**config.mk**
```make
export PLATFORM = sky130hd
export DESIGN_NAME = ni_gen2
export DESIGN_NICKNAME = d
export VERILOG_FILES = /design/src/rtl/ni_gen2.sv
export SDC_FILE = /design/constraint.sdc
export NUM_CORES = 1
export LEC_CHECK = 0
export ABC_AREA = 1
export ABC_CLOCK_PERIOD_IN_PS = 3400
export CORE_MARGIN = 10
export CORE_UTILIZATION = 51
export CTS_BUF_LIST = sky130_fd_sc_hd__clkbuf_8
export CTS_CLUSTER_SIZE = 30
export DETAILED_ROUTE_END_ITERATION = 10
export PLACE_DENSITY_LB_ADDON = 0.12
export SYNTH_ARGS = -nofsm -noshare
export SYNTH_HDL_FRONTEND = slang
export SYNTH_SLANG_ARGS = --single-unit
export TNS_END_PERCENT = 1
```
**constraint.sdc**
```tcl
create_clock -name clk -period 3.4 [get_ports clk]
set_input_delay 0.34 -clock clk [delete_from_list [all_inputs] [get_ports clk]]
set_output_delay 0.34 -clock clk [all_outputs]
set_load 0.02 [all_outputs]
```
**src/rtl/ni_gen2.sv**
```systemverilog
// ni_gen2: GPU <-> leaf-router network interface with ID translation, filtering and statistics
// Ports: clk, reset (async, active-high)
//   gpu_data_in/gpu_valid_in/gpu_ready_out       GPU -> NI TX flits {dest_id, payload}
//   router_data_out/router_valid_out/router_ready_in  NI -> router {routing_addr, payload}
//   router_data_in/router_valid_in/router_ready_out   router -> NI RX flits
//   gpu_data_out/gpu_valid_out/gpu_ready_in      NI -> GPU {gpu_id, payload}
//   tx_level/rx_level FIFO occupancy (output register excluded)
//   drop_cnt/misroute_cnt saturating event counters
module ni_gen2_q #(
  parameter int DATA_W = 16,
  parameter int DEPTH  = 8
) (
  input  logic                     clk,
  input  logic                     reset,
  input  logic                     i_push,
  input  logic [DATA_W-1:0]        i_data,
  input  logic                     i_ready,
  output logic                     o_ready,
  output logic                     o_valid,
  output logic [DATA_W-1:0]        o_data,
  output logic [$clog2(DEPTH):0]   o_level
);
  localparam int AW = $clog2(DEPTH);
  localparam logic [AW:0] L_FULL = DEPTH[AW:0];
  logic [DATA_W-1:0] r_mem [DEPTH];
  logic [AW-1:0]     r_wp, r_rp;
  logic [AW:0]       r_cnt;
  logic              w_push, w_pop;
  assign o_ready = r_cnt != L_FULL;
  assign w_push  = i_push && o_ready;
  // output register refills whenever it is empty or being drained this cycle
  assign w_pop   = (!o_valid || i_ready) && r_cnt != '0;
  assign o_level = r_cnt;
  always_ff @(posedge clk)
    if (w_push) r_mem[r_wp] <= i_data;
  always_ff @(posedge clk or posedge reset)
    if (reset) begin
      r_wp    <= '0;
      r_rp    <= '0;
      r_cnt   <= '0;
      o_valid <= 1'b0;
      o_data  <= '0;
    end else begin
      if (w_push) r_wp <= r_wp + 1'b1;
      if (w_pop) begin
        r_rp   <= r_rp + 1'b1;
        o_data <= r_mem[r_rp];
      end
      o_valid <= w_pop || (o_valid && !i_ready);
      r_cnt   <= r_cnt + {{AW{1'b0}}, w_push} - {{AW{1'b0}}, w_pop};
    end
endmodule

module ni_gen2 #(
  parameter int GPU_ID      = 14,
  parameter int DATA_W      = 16,
  parameter int ID_W        = 6,
  parameter int NUM_GPUS    = 32,
  parameter int ADDR_OFFSET = 3,
  parameter int FIFO_DEPTH  = 8,
  parameter int CNT_W       = 8
) (
  input  logic                          clk,
  input  logic                          reset,
  input  logic [DATA_W-1:0]             gpu_data_in,
  input  logic                          gpu_valid_in,
  output logic                          gpu_ready_out,
  output logic [DATA_W-1:0]             router_data_out,
  output logic                          router_valid_out,
  input  logic                          router_ready_in,
  input  logic [DATA_W-1:0]             router_data_in,
  input  logic                          router_valid_in,
  output logic                          router_ready_out,
  output logic [DATA_W-1:0]             gpu_data_out,
  output logic                          gpu_valid_out,
  input  logic                          gpu_ready_in,
  output logic [$clog2(FIFO_DEPTH):0]   tx_level,
  output logic [$clog2(FIFO_DEPTH):0]   rx_level,
  output logic [CNT_W-1:0]              drop_cnt,
  output logic [CNT_W-1:0]              misroute_cnt
);
  localparam int PW = DATA_W - ID_W;
  localparam logic [ID_W-1:0] L_OFF   = ID_W'(ADDR_OFFSET);
  localparam logic [ID_W-1:0] L_MAX   = ID_W'(NUM_GPUS);
  localparam logic [ID_W-1:0] L_LOCAL = ID_W'(GPU_ID + ADDR_OFFSET);
  logic [ID_W-1:0]  w_dest, w_hdr;
  logic             w_dest_ok, w_hit, w_tx_acc, w_rx_acc;
  logic [CNT_W-1:0] r_drop, r_mis;
  assign w_dest    = gpu_data_in[DATA_W-1 -: ID_W];
  assign w_hdr     = router_data_in[DATA_W-1 -: ID_W];
  assign w_dest_ok = w_dest != '0 && w_dest <= L_MAX;
  assign w_hit     = w_hdr == L_LOCAL;
  assign w_tx_acc  = gpu_valid_in && gpu_ready_out;
  assign w_rx_acc  = router_valid_in && router_ready_out;
  assign drop_cnt     = r_drop;
  assign misroute_cnt = r_mis;
  ni_gen2_q #(.DATA_W(DATA_W), .DEPTH(FIFO_DEPTH)) u_tx (
    .clk     (clk),
    .reset   (reset),
    .i_push  (w_tx_acc && w_dest_ok),
    .i_data  ({w_dest + L_OFF, gpu_data_in[PW-1:0]}),
    .i_ready (router_ready_in),
    .o_ready (gpu_ready_out),
    .o_valid (router_valid_out),
    .o_data  (router_data_out),
    .o_level (tx_level)
  );
  ni_gen2_q #(.DATA_W(DATA_W), .DEPTH(FIFO_DEPTH)) u_rx (
    .clk     (clk),
    .reset   (reset),
    .i_push  (w_rx_acc && w_hit),
    .i_data  ({w_hdr - L_OFF, router_data_in[PW-1:0]}),
    .i_ready (gpu_ready_in),
    .o_ready (router_ready_out),
    .o_valid (gpu_valid_out),
    .o_data  (gpu_data_out),
    .o_level (rx_level)
  );
  always_ff @(posedge clk or posedge reset)
    if (reset) begin
      r_drop <= '0;
      r_mis  <= '0;
    end else begin
      if (w_tx_acc && !w_dest_ok && r_drop != '1) r_drop <= r_drop + 1'b1;
      if (w_rx_acc && !w_hit && r_mis != '1) r_mis <= r_mis + 1'b1;
    end
endmodule

```
==> flow_metrics.env <==
export IMPL_status="complete, no violations"
export IMPL_port_buffers=97
export IMPL_reg2regPathDepth=10
export IMPL_worst_pin_slew_ps=1140
export IMPL_start_util=0.514
export IMPL_worstPathArrival_ps=3010
export IMPL_postSynthAreaPerCell_um2=11.1
export IMPL_pwr_share_seq=0.411
export IMPL_cts_resized_gates=0
export IMPL_final_setup_viol_count=0
export IMPL_num_rows=60
export IMPL_yosys_area_top_type="edfxtp_1"
export IMPL_clk_pin_slew_ps=60
export IMPL_min_period_ps=2550
export IMPL_syn_to_final_growth_pct=16.4
export IMPL_endpoint_kind="flop"
export IMPL_ys_types=32
export IMPL_fin_cells=1745
export IMPL_postCtsSetupRepairBufs=0
export IMPL_timing_final_crit_share=0.750
export IMPL_cts_root_buffer="clkbuf_8"
export IMPL_gp_congestion=0.797
export IMPL_die_area_um2=34000
export IMPL_numCtsBuffers=53
export IMPL_regArea_um2=9440
export IMPL_die_w_um=184
export IMPL_numClockSinks=326
export IMPL_drive_gt1_frac=0.0905
export IMPL_finalClockSkew_ps=18.8
export IMPL_final_hold_viol_count=0
export IMPL_cts_tree="built"
export IMPL_path_max_fanout=20
export IMPL_slew_violations=0
export IMPL_drt_iter0_markers=758
export IMPL_htreeDepth=2
export IMPL_grt_setup_unrepaired="false"
export IMPL_switching_share=0.366
export IMPL_clkLatencyLatePin_ps=570
export IMPL_ys_seq_area_frac=0.685
export IMPL_required_ps=3860
export IMPL_p_total_mw=12.7
export IMPL_vdd_drop_max_mv=0.507
export IMPL_ys_warn_count=0
export IMPL_pwr_share_clk=0.243
export IMPL_p_int_mw=8.04
export IMPL_overflow=0
export IMPL_drv_cap=0
export IMPL_multiInputGateArea_um2=3810
export IMPL_wire_per_inst_um=17.1
export IMPL_antennaDiodeCount=0
export IMPL_crit_path_start="u_rx.o_level[2]"
export IMPL_relSlewSlack=0.241
export IMPL_vias_per_cell=5.18
export IMPL_p_switching_mw=4.65
export IMPL_leakage_nw=6.32
export IMPL_syn_nets=1297
export IMPL_finalWirelength_um=29900
export IMPL_pwr_share_comb=0.346
export IMPL_grt_usage=0.178
export IMPL_fin_util=0.598
export IMPL_drt_pass1_iterations=6
export IMPL_grt_pass1_wl_um=48300
export IMPL_dp_cells=1647
export IMPL_worstSetupStartpointType="flop"
export IMPL_r2r_slack_ps=850
export IMPL_synth_area_leaders="edfxtp_1 56%, dfrtp_1 13%, nand2_1 7.7%, nor2_1 5.8%, nand3_1 4.0%"
export IMPL_synth_top_area_frac=0.558
export IMPL_hold_class="in -> async"
export IMPL_fillers=2230
export IMPL_grt_max_degree=66
export IMPL_finalNetCount=1422
export IMPL_synth_area_um2=13800
export IMPL_ctsHoldBuffers=0
export IMPL_critical_path_class="reg -> reg"
export IMPL_antenna_left=0
export IMPL_antenna_found_initial=0
export IMPL_drcViolationCount=0
export IMPL_grt_pass1_vias=9131
export IMPL_whs_ps=181
export IMPL_fin_setup_tns_ps=0
export IMPL_core_area_um2=26800
export IMPL_die_h_um=184
export IMPL_clock_path_buffers=3
export IMPL_synthCells=1236
export IMPL_synth_seq_cells=326
export IMPL_r2r_end="u_rx.o_level[2]"
export IMPL_fmax_ghz=0.392
export IMPL_pwr_density_cell_nw_per_um2=791
export IMPL_io_pins=98
export IMPL_r2r_start="u_rx.o_level[2]"
export IMPL_dp_hpwl_um=18200
export IMPL_num_vias=9032
-- per-layer routing --
| metal | share of wire | track usage | vias up | routed length, um |
|---|---|---|---|---|
| met3 | 0.068 | 0.0415 | 45 | 2040 |
| met2 | 0.46 | 0.279 | 278 | 13700 |
| met5 | 0 | 0 | - | 0 |
| met1 | 0.46 | 0.243 | 4266 | 13700 |
| li1 | - | - | 4443 | - |
| met4 | 0.016 | 0.0469 | 0 | 467 |
-- metrics by stage --
stage	instance area, um^2	setup slack [ps]
finish	16000	849
global route	16000	696
global placement	15100	687
detailed placement	15100	647
CTS	16000	797
floorplan	13800	591
-- power by group through the flow --
stage	registers, mW	clock network, mW	logic [mW]
2_1_floorplan	5.53	0	2.85
3_3_place_gp	5.28	0	4.37
3_5_place_dp	5.29	0	4.44
4_1_cts	5.21	3.15	4.46
5_1_grt	5.28	3.34	4.94
6_report	5.21	3.09	4.38
-- worst max-delay path, stage by stage, from the launching register on --
cell	delay [ps]
dfrtp_1	370
inv_1	100
ha_1	180
nand2_1	90
nand2_4	250
inv_2	290
ha_1	360
inv_1	40
ha_1	200
fa_1	380
xor2_1	170
-- Yosys cell counts, drive strengths merged --
| library cell | number |
|---|---|
| a21oi | 3 |
| buf | 47 |
| clkbuf | 6 |
| clkinv | 2 |
| dfrtp | 70 |
| edfxtp | 256 |
| fa | 2 |
| ha | 21 |
| inv | 52 |
| nand2 | 296 |
| nand3 | 110 |
| nand3b | 1 |
| nand4 | 9 |
| nor2 | 219 |
| nor3 | 12 |
| o21ai | 106 |
| o21bai | 1 |
| xnor2 | 8 |
| xor2 | 15 |
-- worst max path at each step --
stage | cells after the start | to
floorplan | 7 | u_rx.r_mem[2][0]
global route | 10 | u_rx.o_level[2]
finish | 10 | u_rx.o_level[2]
detailed placement | 9 | u_rx.o_level[1]
CTS | 10 | u_rx.o_level[2]
global placement | 10 | u_rx.o_level[2]
-- registers in the layout, summed over array words and instances (netlist names) --
register,flops
u_rx.r_rp,3
u_tx.r_wp,3
u_tx.o_valid,1
u_rx.o_level,4
u_rx.r_mem,128
u_tx.r_mem,128
u_rx.o_valid,1
u_rx.o_data,16
misroute_cnt,8
u_rx.r_wp,3
u_tx.o_level,4
drop_cnt,8
u_tx.o_data,16
u_tx.r_rp,3
-- cell families after synthesis --
| family | synth area share |
|---|---|
| compound gates | 0.0401 |
| xor+xnor | 0.0146 |
| fa+ha+maj | 0.0220 |
| buf+inv | 0.0415 |
| flops | 0.685 |
| simple gates | 0.197 |
-- cell type report --
cell class	count	share of cell area
sequential	326	0.589
multi-input combinational	803	0.238
timing repair buffer	123	0.0735
clock buffer	60	0.0515
tap	341	0.0266
inverter	54	0.0127
clock inverter	38	0.00921
-- placed cells by master (no fill, tap or decap) --
master / synthesis / layout
nand3_1: 109 / 109
clkinvlp_4: 0 / 1
nand4_2: 1 / 1
o21ai_1: 59 / 59
clkinv_1: 2 / 15
ha_1: 21 / 21
nor3_2: 0 / 8
buf_4: 8 / 25
inv_2: 7 / 7
xnor2_1: 8 / 8
xor2_1: 15 / 15
dfrtp_1: 70 / 68
clkdlybuf4s50_1: 0 / 97
nand2_2: 9 / 9
edfxtp_1: 256 / 256
dfrtp_2: 0 / 2
nor2_1: 212 / 212
nand2_1: 284 / 284
nor2_2: 4 / 4
a21oi_1: 3 / 3
nor3_1: 12 / 4
o21bai_1: 1 / 1
o21ai_0: 47 / 47
nor2_4: 2 / 2
nand2_4: 3 / 3
nand3_4: 1 / 1
inv_1: 45 / 67
nand4_1: 8 / 8
nand3b_1: 1 / 1
clkbuf_8: 0 / 60
buf_12: 0 / 1
fa_1: 2 / 2
clkinv_2: 0 / 2
nor2_8: 1 / 1
No activity file was read; power rests on OpenSTA's default activity.
